File: src/rtl/rq_responder.sv
// Pulse-width-qualified request receiver: measures an async RQ pulse, raises req_val, answers with a timed ACK.
// Optional RQ_RESPONDER_ERRCNT_EN adds a saturating err_cnt output.
module rq_responder #(
  parameter int MIN_W   = 28,
  parameter int MAX_W   = 36,
  parameter int ACK_LEN = 8,
  parameter int TIMEOUT = 200
) (
  input  logic       clk80MHz,
  input  logic       rst,
  input  logic       RQ,
  input  logic       resp_rdy,
  output logic       req_val,
  output logic       ACK,
  output logic       err,
  output logic [7:0] req_cnt
`ifdef RQ_RESPONDER_ERRCNT_EN
  ,
  output logic [7:0] err_cnt
`endif
);

  typedef enum logic [2:0] {IDLE, MEAS, HOLD, REQ, ACKS} state_t;

  localparam logic [5:0] MIN_W6   = 6'(MIN_W);
  localparam logic [5:0] MAX_W6   = 6'(MAX_W);
  localparam logic [7:0] ACK_L8   = 8'(ACK_LEN);
  localparam logic [7:0] TMO_LAST = 8'(TIMEOUT - 1);

  state_t     state, state_nx;
  logic       rq_m, rq_s, rq_p, rise;
  logic [2:0] vld_pipe;
  logic [5:0] wid, wid_nx;
  logic [7:0] tmo, tmo_nx, ack_cnt, ack_cnt_nx, req_cnt_nx;
  logic       req_val_nx, ack_nx, err_nx;

  // vld_pipe[2] marks that rq_p holds a real post-reset sample, so a level
  // already high at reset release never looks like a rise.
  assign rise = vld_pipe[2] & rq_s & ~rq_p;

  always_ff @(posedge clk80MHz) begin
    if (rst) begin
      state    <= IDLE;
      rq_m     <= 1'b0;
      rq_s     <= 1'b0;
      rq_p     <= 1'b0;
      vld_pipe <= '0;
      wid      <= '0;
      tmo      <= '0;
      ack_cnt  <= '0;
      req_cnt  <= '0;
      req_val  <= 1'b0;
      ACK      <= 1'b0;
      err      <= 1'b0;
    end else begin
      state    <= state_nx;
      rq_m     <= RQ;
      rq_s     <= rq_m;
      rq_p     <= rq_s;
      vld_pipe <= {vld_pipe[1:0], 1'b1};
      wid      <= wid_nx;
      tmo      <= tmo_nx;
      ack_cnt  <= ack_cnt_nx;
      req_cnt  <= req_cnt_nx;
      req_val  <= req_val_nx;
      ACK      <= ack_nx;
      err      <= err_nx;
    end
  end

  always_comb begin
    state_nx   = state;
    wid_nx     = wid;
    tmo_nx     = tmo;
    ack_cnt_nx = ack_cnt;
    req_cnt_nx = req_cnt;
    req_val_nx = req_val;
    ack_nx     = ACK;
    err_nx     = 1'b0;
    case (state)
      IDLE: begin
        req_val_nx = 1'b0;
        ack_nx     = 1'b0;
        if (rise) begin
          state_nx = MEAS;
          wid_nx   = 6'd1;
        end
      end
      MEAS: begin
        if (rq_s) begin
          wid_nx = wid + 6'd1;
          if (wid == MAX_W6) state_nx = HOLD;
        end else if (wid >= MIN_W6) begin
          state_nx   = REQ;
          req_val_nx = 1'b1;
          tmo_nx     = '0;
        end else begin
          state_nx = IDLE;
          err_nx   = 1'b1;
        end
      end
      HOLD: begin
        if (!rq_s) begin
          state_nx = IDLE;
          err_nx   = 1'b1;
        end
      end
      REQ: begin
        if (rise) err_nx = 1'b1;
        if (resp_rdy) begin
          state_nx   = ACKS;
          req_cnt_nx = req_cnt + 8'd1;
          req_val_nx = 1'b0;
          ack_nx     = 1'b1;
          ack_cnt_nx = 8'd1;
        end else if (tmo == TMO_LAST) begin
          state_nx   = IDLE;
          req_val_nx = 1'b0;
          err_nx     = 1'b1;
        end else begin
          tmo_nx = tmo + 8'd1;
        end
      end
      ACKS: begin
        if (rise) err_nx = 1'b1;
        if (ack_cnt == ACK_L8) begin
          state_nx = IDLE;
          ack_nx   = 1'b0;
        end else begin
          ack_cnt_nx = ack_cnt + 8'd1;
        end
      end
      default: state_nx = IDLE;
    endcase
  end

`ifdef RQ_RESPONDER_ERRCNT_EN
  always_ff @(posedge clk80MHz) begin
    if (rst) err_cnt <= '0;
    else if (err_nx && err_cnt != 8'hFF) err_cnt <= err_cnt + 8'd1;
  end
`endif

endmodule
File: config.mk
export PLATFORM = sky130hd
export DESIGN_NAME = rq_responder
export DESIGN_NICKNAME = d
export VERILOG_FILES = /design/src/rtl/rq_responder.sv
export SDC_FILE = /design/constraint.sdc
export NUM_CORES = 1
export LEC_CHECK = 0
export ABC_AREA = 1
export ABC_CLOCK_PERIOD_IN_PS = 1500
export BUFFER_PORTS_ARGS = -buffer_cell sky130_fd_sc_hd__buf_2
export CORE_MARGIN = 2
export CORE_UTILIZATION = 53
export DETAILED_ROUTE_END_ITERATION = 6
export PLACE_DENSITY = 0.78
export SLEW_MARGIN = 15
export SYNTH_ARGS = -nofsm -noshare
export SYNTH_HDL_FRONTEND = slang
export SYNTH_SLANG_ARGS = --single-unit
File: constraint.sdc
create_clock -name clk80MHz -period 1.5 [get_ports clk80MHz]
set_clock_uncertainty 0.05 [all_clocks]
set_input_delay 0.075 -clock clk80MHz [delete_from_list [all_inputs] [get_ports clk80MHz]]
set_output_delay 0.075 -clock clk80MHz [all_outputs]
set_load 0.1 [all_outputs]
======== Word-level counts from Yosys, hierarchy flattened ========
Cells that the tools add are included.
W data, S select, Z words.
word-level totals
  input port bits ......................... 4
  output and inout bits ................... 11
  register bits ........................... 42
  logic and storage cells ................. 89
cells by class
  $lt $le $gt $ge ......................... 1
  multiplexer cells ....................... 36
  add/sub/neg operators ................... 4
  reductions and logical operators ........ 13
  equal/unequal tests ..................... 19
  bitwise gates (word level) .............. 3
operators by type and width
  operator               number
  $mux W8                6
  $pmux W8 S2            2
  $add A8 B1 Y8 const B  3
  $mux W3                7
  $ne A2 B2 Y1 const B   10
  $pmux W3 S5            1
  $mux W1                13
  $mux W6                2
  $pmux W6 S2            1
  $reduce_and A5 Y1      2
  $reduce_and A3 Y1      3
  $eq A8 B4 Y1 const B   1
  $eq A8 B8 Y1 const B   1
  $add A6 B1 Y6 const B  1
  $eq A3 B2 Y1 const B   2
  $eq A6 B6 Y1 const B   1
  $ge A6 B5 Y1 const B   1
  $ne A3 B3 Y1 const B   2
  $pmux W1 S3            2
  $reduce_bool A2 Y1     3
  $reduce_bool A3 Y1     2
  $pmux W1 S4            1
  $reduce_and A4 Y1      1
  $eq A3 B1 Y1 const B   1
  6 further kinds        7

======== Longest topological paths before layout ========
Gate-level depths: netlist of the first run.
  word-level depth ........................ 6
  depth in mapped cells ................... 11

======== Worst setup path after synthesis of the first run ========
Ideal clock, no wire load.
  path kind ............................... register to register
  start ................................... reg req_cnt[1]
  end ..................................... reg req_cnt[6]
  setup time .............................. 76 ps
  arrival time ............................ 1,740 ps
  path slack .............................. -365 ps
  cell stages (with the launch flop) ...... 6
  cell sequence ........................... dfxtp_1 ha_1 nand4_1 nor2_1 o21ai_0 a21oi_1
between the ends
  longest elaborated chain between the ends .. 1
ends and longest elaborated chain
  element                 RTL line  RTL
  from (decl)             16        output logic [7:0] req_cnt
  from (signal assigned)  64        req_cnt <= req_cnt_nx;
  $add A8 B1 Y8           112       req_cnt_nx = req_cnt + 8'd1;
No other way between the ends.
A chain may end at the register's enable or synchronous reset.

======== Worst setup path after layout of the first run ========
  start ................................... reg state[1]
  end ..................................... reg req_cnt[5]
between the ends
  longest elaborated chain between the ends .. 2
ends and longest elaborated chain
  element                      RTL line  RTL
  from (decl)                  30        state_t state, state_nx;
  from (signal assigned)       56        state <= state_nx;
  $eq A3 B2 Y1                 80        case (state)
  $reduce_and A2 Y1 (no line)  --
No other way between the ends.

==> results of run 1 <==
==> layout by cell type (no fill, tap or decap), drive strengths merged, types with 2 or more instances in the layout <==
cell    synthesis  final
dfxtp          42     42
nand2          68     68
nor3b           4      4
buf             1     35
nor3            6      6
xor2            2      2
nand3          24     24
nand4           5      5
clkbuf          4      6
inv            38     38
o21ai          20     20
o21bai          2      2
nor2           52     52
ha              6      6
a21oi          28     28
==> path summary, 6_finish.rpt <==
| path | from | end | depth (start not counted) |
|---|---|---|---|
| max | state[1] | req_cnt[5] | 8 |
| min | rst | rq_m | 2 |
| max reg2reg | state[1] | req_cnt[5] | 8 |
| min reg2reg | vld_pipe[0] | vld_pipe[1] | 2 |
==> layer usage <==
layer	global-route usage, %	wire length [um]
met1	30.4	2190
met4	8.67	56
met5	0	0
met3	4.33	189
met2	37.7	2190
==> cells by family after synthesis <==
kind of cell             Yosys count  share of synthesized area (%)
AO/OA/AOI/OAI                     55                           13.8
XOR/XNOR                           3                           1.24
adder cells (fa/ha/maj)            6                           3.55
buffers and inverters             43                           7.81
flip-flops                        42                           39.7
AND/OR/NAND/NOR                  161                           33.9
==> metrics by stage <==
step	worst slack, ps	cell area [um^2]	util, %	TNS, ps	cells
3_5_place_dp	-11.5	2340	62.6	-17.5	382
4_1_cts	8.61	2470	66.1	0	391
3_3_place_gp	5.27	2340	62.6	0	382
6_report	51.0	2630	70.1	0	397
2_1_floorplan	14.3	2120	-	0	310
5_1_grt	-68.3	2630	70.1	-187	397
==> what timing repair did <==
action / in CTS / in global routing
gates resized for setup: 3 / 40
gates cloned: 0 / 1
hold endpoints to repair: 1 / 0
endpoints found under the setup margin: 2 / 27
hold buffers: 1 / 0
pin swaps: 0 / 11
buffers inserted: 0 / 5
==> state kept, by name (all words and copies together) (netlist names) <==
name,cells
ACK,1
req_val,1
rq_p,1
rq_s,1
wid,6
req_cnt,8
rq_m,1
tmo,8
vld_pipe,3
err,1
state,3
ack_cnt,8
==> power by group <==
| group | switching [W] | internal [W] |
|---|---|---|
| logic | 0.000534 | 0.000270 |
| clock network | 0.000388 | 0.000497 |
| registers | 0.0000507 | 0.00117 |
==> layout make-up <==
| cell class | count | area, um^2 | share of cell area, % |
|---|---|---|---|
| Multi-Input combinational cell | 225 | 1210 | 46.2 |
| Timing Repair Buffer | 36 | 239 | 9.10 |
| Clock inverter | 2 | 37.5 | 1.43 |
| Clock buffer | 6 | 72.6 | 2.76 |
| Tap cell | 48 | 60.1 | 2.29 |
| Sequential cell | 42 | 860 | 32.7 |
| Inverter | 38 | 143 | 5.43 |
==> critical path, cell delays in order (launching register included) <==
cell	delay [ps]
sky130_fd_sc_hd__dfxtp_4	390
sky130_fd_sc_hd__nand2_4	50
sky130_fd_sc_hd__nor2_4	200
sky130_fd_sc_hd__nand2_4	90
sky130_fd_sc_hd__buf_6	140
sky130_fd_sc_hd__nor3_4	210
sky130_fd_sc_hd__nand3_1	100
sky130_fd_sc_hd__nand2_1	70
sky130_fd_sc_hd__nor2_1	40
==> qor.yml, run 1 <==
run_status: "complete, no violations"
design.die.area_um2: 4510
layout_worst_path_cycle_share_pct: 96.6
postSynthCellCount: 310
post_synth_num_cell_types: 30
clock_sink_count: 42
yosys_warnings: 0
cellLeakagePower_nw: 1.13
drt-wirelength-per-cell_um: 11.7
place_congestion: 0.848
leading_cell_types_by_count_after_synthesis: "66 x sky130_fd_sc_hd__nand2_1, 48 x sky130_fd_sc_hd__nor2_1, 42 x sky130_fd_sc_hd__dfxtp_1"
timing.final.hold_violations: 0
path_clk_slew_ps: 80
cp_max_fo: 6
floorplan.core_area_um2: 3740
die_width_um: 67.2
final-setup-viol-count: 0
tritoncts: "yes"
detailed_place_hpwl_um: 3230
h_tree_depth_reported_by_cts: 2
synth_area_leader_cell: "sky130_fd_sc_hd__dfxtp_1"
cp-start-kind: "flip-flop"
yosys.cell_count.top_type: "sky130_fd_sc_hd__nand2_1"
vias_per_cell: 5.25
synth.yosys.seq_area_share_pct: 39.7
route.detailed.drc: 0
fp-row-count: 22
timing.max_cap.violations: 0
p_per_area_nw_per_um2: 1110
initial_core_utilization_pct: 56.5
rsz0062_at_grt: "yes"
drt_iter0_drc: 106
synth_area_um2: 2120
routed-via-count: 2084
vdd_drop_max_mv: 0.894
worst_endpoint_required_time_ps: 1640
final-max-slew-violation-count: 0
grt_max_degree: 16
global_route_wire_length_before_repair_um: 7980
crit_path_end_kind: "flip-flop"
ys_top_cells_by_area: "sky130_fd_sc_hd__dfxtp_1 40%, sky130_fd_sc_hd__nand2_1 12%, sky130_fd_sc_hd__nor2_1 8.5%"
vertical_extent_of_the_die_um: 67.2
synth.ff_latch_count: 42
detailedRoute.firstPassIterationCount: 6
worst-slew-pin-transition_ps: 487
detail_route.wirelength_um: 4630
finish.net_count: 358
clockRootBuffer: "sky130_fd_sc_hd__clkbuf_8"
initial_antenna_violation_count: 0
syn2layout_area_growth_pct: 24.1
yosys.area.top_type_share_pct: 39.7
grt_pass1_vias: 1879
totalPowerFinal_w: 0.00291
holdCritPathClass: "in -> reg"
cts_max_path_buffers: 2
total_grt_overflow: 0
ff2ff_setup_slack_ps: 50
timing_worst_setup_path_type: "reg -> reg"
postSynthAreaPerCell_um2: 6.83
antenna_cells: 0
worst-endpoint-arrival_ps: 1590
drtAntennaViolNets: 0
num-fill-cells: 307
worst_hold_slack_across_all_endpoints_ps: 90.3
number_of_synthesized_flops_with_an_enable_pin: 0
finalCriticalPeriod_ps: 1450
async_flop_share_pct: 0
place.port_buffers: 14
fmax_mhz: 690
postSynth.topFlopCell: "sky130_fd_sc_hd__dfxtp_1"
slew_headroom_pct: 67.8
global_route.usage.total_pct: 23.1
mappedNetlistNets: 320
drive_gt1_share_pct: 26.1
clock_insertion_delay_worst_skew_ps: 300
io-pin-count: 15
tritoncts.num_buffers: 5
Note: power is estimated with default switching activity, not from simulation.
==> inputs of run 2 (changes only) <==
--- a/config.mk
+++ b/config.mk
@@ -6,7 +6,7 @@
 export NUM_CORES = 1
 export LEC_CHECK = 0
 export ABC_AREA = 1
-export ABC_CLOCK_PERIOD_IN_PS = 1500
+export ABC_CLOCK_PERIOD_IN_PS = 1300
 export BUFFER_PORTS_ARGS = -buffer_cell sky130_fd_sc_hd__buf_2
 export CORE_MARGIN = 2
 export CORE_UTILIZATION = 53
==> constraint.sdc (replaced) <==
create_clock -name clk80MHz -period 1.3 [get_ports clk80MHz]
set_clock_uncertainty 0.05 [all_clocks]
set_input_delay 0.065 -clock clk80MHz [delete_from_list [all_inputs] [get_ports clk80MHz]]
set_output_delay 0.065 -clock clk80MHz [all_outputs]
set_load 0.1 [all_outputs]
==> qor.yml, run 2 (synthesized netlist as in run 1, its figures left out) <==
p_seq_share_pct: 35.3  # -6.7 points
violated_checks: "setup timing"
global_route_wire_length_before_repair_um: 9990  # +25%
cp_common_cell: "sky130_fd_sc_hd__nand2_1"
timing.rr.start: "rq_s"
tritoncts: "yes"
fp-row-count: 22  # unchanged
tns_ps: -3010  # -3010 ps
cp_cell_sequence: "nand3_2, nand3_1, nand2_1, nor2_2, nand2_1, nand2_1, nand2_1, nor2_1"
worst_endpoint_required_time_ps: 1470  # -170 ps
floorplan.core_area_um2: 3740  # unchanged
swShare_pct: 35.2  # +1.7 points
holdCritPathClass: "in -> reg"
most_common_library_cell_in_the_layout_ignoring_fill_and_taps: "sky130_fd_sc_hd__buf_4"
clock_sink_count: 42  # unchanged
stdcell_area_um2: 3320  # +26%
grt_pass1_vias: 2264  # +20%
final-setup-viol-count: 31  # +31
total_grt_overflow: 0  # unchanged
critical_path.n_buffers_inverters: 0  # -1
slowest_stage: "sky130_fd_sc_hd__dfxtp_2"
placed_cells_incl_taps: 416  # +8.9%
fmax_mhz: 640  # -7.3%
vertical_extent_of_the_die_um: 67.2  # unchanged
crit_path_end_kind: "flip-flop"
grt_max_degree: 16  # unchanged
worst-slew-pin-transition_ps: 488  # +1.10 ps
critical_path_depth: 8  # unchanged
length_in_cells_of_the_worst_reg_to_reg_path: 8  # unchanged
place.port_buffers: 14  # unchanged
clock_insertion_delay_worst_skew_ps: 300  # about the same
dpl_cell_area_um2: 2680  # +14%
drt_iter0_drc: 225  # +110%
p_per_area_nw_per_um2: 1200  # +8.6%
ff2ff_setup_slack_ps: -260  # -310 ps
fin_ws_ps: -263  # -314 ps
h_tree_depth_reported_by_cts: 2  # unchanged
worst_path_largest_cell_delay_ps: 420  # +30 ps
cp-start-kind: "flip-flop"
cts_max_path_buffers: 2  # unchanged
critical_path.startpoint: "rq_s"
layout_worst_path_cycle_share_pct: 120  # +24 points
finalCriticalPeriod_ps: 1560  # +114 ps
detailed_place_hpwl_um: 3830  # +19%
crit_path_end: "state[0]"
global_route.usage.total_pct: 29.3  # +6.2 points
num-fill-cells: 180  # -41%
die_width_um: 67.2  # unchanged
vdd_drop_max_mv: 0.915  # +2.4%
worst-endpoint-arrival_ps: 1730  # +140 ps
route.detailed.drc: 0  # unchanged
drt-wirelength-per-cell_um: 16.9  # +44%
syn2layout_area_growth_pct: 56.8
io-pin-count: 15  # unchanged
path_clk_slew_ps: 80  # about the same
timing_worst_setup_path_type: "reg -> reg"
pwr-share-clk_pct: 30.6  # +0.2 points
crit_family: "simple AND/OR/NAND/NOR gates"
internal-power_w: 0.00259  # +34%
r2r-end: "state[0]"
antenna_cells: 0  # unchanged
finalNonFillerCells: 436  # +9.8%
most-common-layout-cells: "54 x sky130_fd_sc_hd__buf_4, 50 x sky130_fd_sc_hd__nand2_1, 31 x sky130_fd_sc_hd__nor2_1"
drive_gt1_share_pct: 47.4  # +21 points
pre_cts_slack_ps: -204  # -192 ps
tritoncts.num_buffers: 5  # unchanged
largest_registers: "ack_cnt x8, req_cnt x8, tmo x8"
routed-via-count: 2471  # +19%
rsz0062_at_grt: "yes"
finish.utilization_pct: 88.6  # +18 points
slew_headroom_pct: 67.7  # -0.073 points
initial_core_utilization_pct: 56.5  # unchanged
place_congestion: 0.874  # +3.1%
cp_max_fo: 5  # -1
detail_route.wirelength_um: 7350  # +59%
timing.max_cap.violations: 0  # unchanged
drtAntennaViolNets: 0  # unchanged
run_status: "complete, but fails checks"
final-max-slew-violation-count: 0  # unchanged
design.die.area_um2: 4510  # unchanged
timing.final.hold_violations: 0  # unchanged
initial_antenna_violation_count: 0  # unchanged
share_comb_of_total_power_pct: 34.1  # +6.5 points
finish.net_count: 397  # +11%
vias_per_cell: 5.67  # +8.0%
net-switching-power_w: 0.00141  # +44%
cellLeakagePower_nw: 1.40  # +24%
clockRootBuffer: "sky130_fd_sc_hd__clkbuf_8"
detailedRoute.firstPassIterationCount: 7  # +1
## run 2: cell count changes in the layout (fill, tap and decap cells not counted), sizes merged
cell,delta
buf,+38
clkinv,+2
bufinv,+1
clkbuf,-1
clkinvlp,-1
inv,-1
nand2,+1
## run 2: worst register-to-register path: cells and delay by family, from the launching register on
family | cells | cell delay, ps
flops | 1 | 420
simple gates | 8 | 1020
## run 2: worst min-delay path by stage
stage | start | to | slack [ps] | depth (start not counted)
floorplan | RQ | rq_m | 120 | 2
global placement | RQ | rq_m | 220 | 3
detailed placement | RQ | rq_m | 230 | 3
CTS | rst | tmo[3] | 40 | 2
global route | rst | rq_m | 70 | 2
finish | rst | rq_m | 50 | 2
## run 2: routing by layer
layer | wire [um] | vias up | part of all wire (%) | GRT usage, %
li1 | - | 1166 | - | -
met1 | 2840 | 1133 | 39 | 35.4
met2 | 3640 | 132 | 50 | 50.7
met3 | 477 | 40 | 6.5 | 6.00
met4 | 385 | 0 | 5.2 | 11.7
met5 | 0 | - | 0 | 0
## run 2: area by class of cell
type / count / area, um^2 / area share (%)
clock inverters: 3 / 63.8 / 1.92
inverters: 38 / 160 / 4.83
clock buffers: 5 / 68.8 / 2.07
flip-flops and latches: 42 / 887 / 26.7
repair buffers: 74 / 542 / 16.3
multi-input cells: 226 / 1540 / 46.3
well taps: 48 / 60.1 / 1.81
## run 2: what timing repair did
| action | CTS | global route |
|---|---|---|
| setup buffers | 5 | 5 |
| pin swaps | 21 | 20 |
| endpoints found under the setup margin | 36 | 36 |
| gates resized for setup | 53 | 62 |
| gates cloned | 0 | 1 |
| hold endpoints to repair | 1 | 0 |
| hold buffers | 1 | 0 |
## run 2: power groups by stage
stage / clock [W] / combinational, W / sequential, W
6_report: 0.00122 / 0.00136 / 0.00141
3_3_place_gp: 0 / 0.000886 / 0.00141
2_1_floorplan: 0 / 0.000519 / 0.00150
3_5_place_dp: 0 / 0.000904 / 0.00141
5_1_grt: 0.00127 / 0.00142 / 0.00141
4_1_cts: 0.00122 / 0.00108 / 0.00140
## run 2: stage by stage
stage          hold slack, ps  total power (W)
6_report                 52.9          0.00400
5_1_grt                  70.0          0.00411
4_1_cts                  44.1          0.00370
3_5_place_dp              226          0.00231
3_3_place_gp              217          0.00229
2_1_floorplan             122          0.00202
==> inputs of run 3 (changes only) <==
--- a/config.mk
+++ b/config.mk
@@ -8,9 +8,11 @@
 export ABC_AREA = 1
 export ABC_CLOCK_PERIOD_IN_PS = 1300
 export BUFFER_PORTS_ARGS = -buffer_cell sky130_fd_sc_hd__buf_2
+export CORE_ASPECT_RATIO = 1.25
 export CORE_MARGIN = 2
 export CORE_UTILIZATION = 53
 export DETAILED_ROUTE_END_ITERATION = 6
+export HOLD_SLACK_MARGIN = 0.05
 export PLACE_DENSITY = 0.78
 export SLEW_MARGIN = 15
 export SYNTH_ARGS = -nofsm -noshare
==> qor.yml, run 3 (synthesized netlist as in run 1, its figures left out) <==
p_per_area_nw_per_um2: 1190  # -1.3%
fin_ws_ps: -314  # -51.1 ps
slew_headroom_pct: 66.6  # -1.1 points
worst-slew-pin-transition_ps: 505  # +17.2 ps
drive_gt1_share_pct: 47.8  # +0.39 points
clockRootBuffer: "sky130_fd_sc_hd__clkbuf_8"
fmax_mhz: 620  # -3.2%
routed-via-count: 2659  # +7.6%
cp-start-kind: "flip-flop"
holdCritPathClass: "in -> reg"
initial_core_utilization_pct: 55.4  # -1.1 points
drtAntennaViolNets: 0  # unchanged
final-setup-viol-count: 36  # +16%
antenna_cells: 0  # unchanged
largest_registers: "ack_cnt x8, req_cnt x8, tmo x8"
crit_path_end_kind: "flip-flop"
tritoncts.num_buffers: 5  # unchanged
design.die.area_um2: 4520  # about the same
violated_checks: "DRC, setup timing"
tritoncts: "yes"
total_grt_overflow: 0  # unchanged
most_common_library_cell_in_the_layout_ignoring_fill_and_taps: "sky130_fd_sc_hd__buf_4"
global_route.usage.total_pct: 27.1  # -2.2 points
finalCriticalPeriod_ps: 1610  # +51.1 ps
detail_route.wirelength_um: 8270  # +12%
io-pin-count: 15  # unchanged
global_route_wire_length_before_repair_um: 9420  # -5.7%
worst_hold_slack_across_all_endpoints_ps: 90.4  # +37.4 ps
num-fill-cells: 199  # +11%
finish.net_count: 398  # +0.25%
die_width_um: 60.5  # -9.9%
path_clk_slew_ps: 100  # +20 ps
cellLeakagePower_nw: 1.42  # +1.3%
detailed_place_hpwl_um: 3660  # -4.5%
grt_pass1_vias: 2207  # -2.5%
vertical_extent_of_the_die_um: 74.6  # +11%
final-max-slew-violation-count: 0  # unchanged
place_congestion: 0.827  # -5.4%
timing_worst_setup_path_type: "reg -> reg"
floorplan.core_area_um2: 3820  # +1.9%
fp-row-count: 25  # +14%
cp_max_fo: 8  # +3
worst_endpoint_required_time_ps: 1500  # +30 ps
vias_per_cell: 6.00  # +5.9%
cts_max_path_buffers: 2  # unchanged
h_tree_depth_reported_by_cts: 2  # unchanged
layout_worst_path_cycle_share_pct: 124  # +3.9 points
initial_antenna_violation_count: 0  # unchanged
syn2layout_area_growth_pct: 56.4
clock_sink_count: 42  # unchanged
most-common-layout-cells: "52 x sky130_fd_sc_hd__buf_4, 46 x sky130_fd_sc_hd__nand2_1, 32 x sky130_fd_sc_hd__nor2_1"
run_status: "complete, but fails checks"
timing.max_cap.violations: 0  # unchanged
rsz0062_at_grt: "yes"
drt-wirelength-per-cell_um: 18.7  # +11%
drt_iter0_drc: 174  # -23%
timing.final.hold_violations: 0  # unchanged
place.port_buffers: 14  # unchanged
detailedRoute.firstPassIterationCount: 7  # unchanged
worst-endpoint-arrival_ps: 1810  # +80 ps
totalPowerFinal_w: 0.00393  # -1.6%
vdd_drop_max_mv: 1.37  # +50%
grt_max_degree: 15  # -1
route.detailed.drc: 1  # +1
clock_insertion_delay_worst_skew_ps: 310  # about the same
==> run 3: what timing repair did <==
| action | 4_1_cts | 5_1_grt |
|---|---|---|
| hold buffers | 1 | 0 |
| hold endpoints to repair | 1 | 0 |
| endpoints found under the setup margin | 34 | 36 |
| buffers inserted | 0 | 14 |
| pin swaps | 21 | 26 |
| gates resized for setup | 49 | 65 |
==> run 3: report_power, final <==
part	leakage (nW)	switching (W)	internal, W
Clock	0.0585	0.000512	0.000577
Sequential	0.351	0.0000680	0.00134
Combinational	1.01	0.000883	0.000556
Total	1.42	0.00146	0.00247
==> run 3: cell type report <==
cell class | instances | area, um^2 | share of cell area (%)
clock buffers | 5 | 68.8 | 2.08
flip-flops and latches | 42 | 883 | 26.7
clock inverters | 3 | 43.8 | 1.32
repair buffers | 76 | 572 | 17.3
inverters | 38 | 160 | 4.84
well taps | 54 | 67.6 | 2.04
multi-input cells | 225 | 1510 | 45.7
==> run 3: worst max-delay path, cell delays in order, from the launching register on <==
cell                       delay, ps
sky130_fd_sc_hd__dfxtp_4         390
sky130_fd_sc_hd__nor2_1          250
sky130_fd_sc_hd__nand2_2         120
sky130_fd_sc_hd__inv_2           110
sky130_fd_sc_hd__o21ai_4         100
sky130_fd_sc_hd__nand2_8         130
sky130_fd_sc_hd__clkinv_8         90
sky130_fd_sc_hd__o21ai_1         160
sky130_fd_sc_hd__and2_1          160
==> run 3: per-stage QoR <==
stage | cell area (um^2) | utilization, % | cells | TNS (ps) | setup WS (ps)
after CTS | 2950 | 77.4 | 429 | -1490 | -122
final | 3310 | 86.7 | 443 | -6740 | -314
after global routing | 3310 | 86.7 | 443 | -8760 | -347
after global placement | 2670 | 70.0 | 420 | -1420 | -143
after floorplan | 2210 | - | 310 | -18.3 | -18.3
after detailed placement | 2670 | 70.0 | 420 | -2380 | -147
==> run 3: path summary, 6_finish.rpt <==
kind              cells after the start         from           to  slack, ps
setup reg to reg                      8     state[1]   ack_cnt[3]       -310
setup / recovery                      8     state[1]   ack_cnt[3]       -310
hold / removal                        4          rst       wid[4]         90
hold reg to reg                       2  vld_pipe[0]  vld_pipe[1]        370
==> run 3: metal layers <==
| layer | vias up | global-route usage, % | wire length, um |
|---|---|---|---|
| met1 | 1251 | 33.2 | 3050 |
| li1 | 1164 | - | - |
| met3 | 58 | 4.30 | 589 |
| met5 | - | 0 | 0 |
| met4 | 0 | 8.45 | 532 |
| met2 | 186 | 48.3 | 4100 |
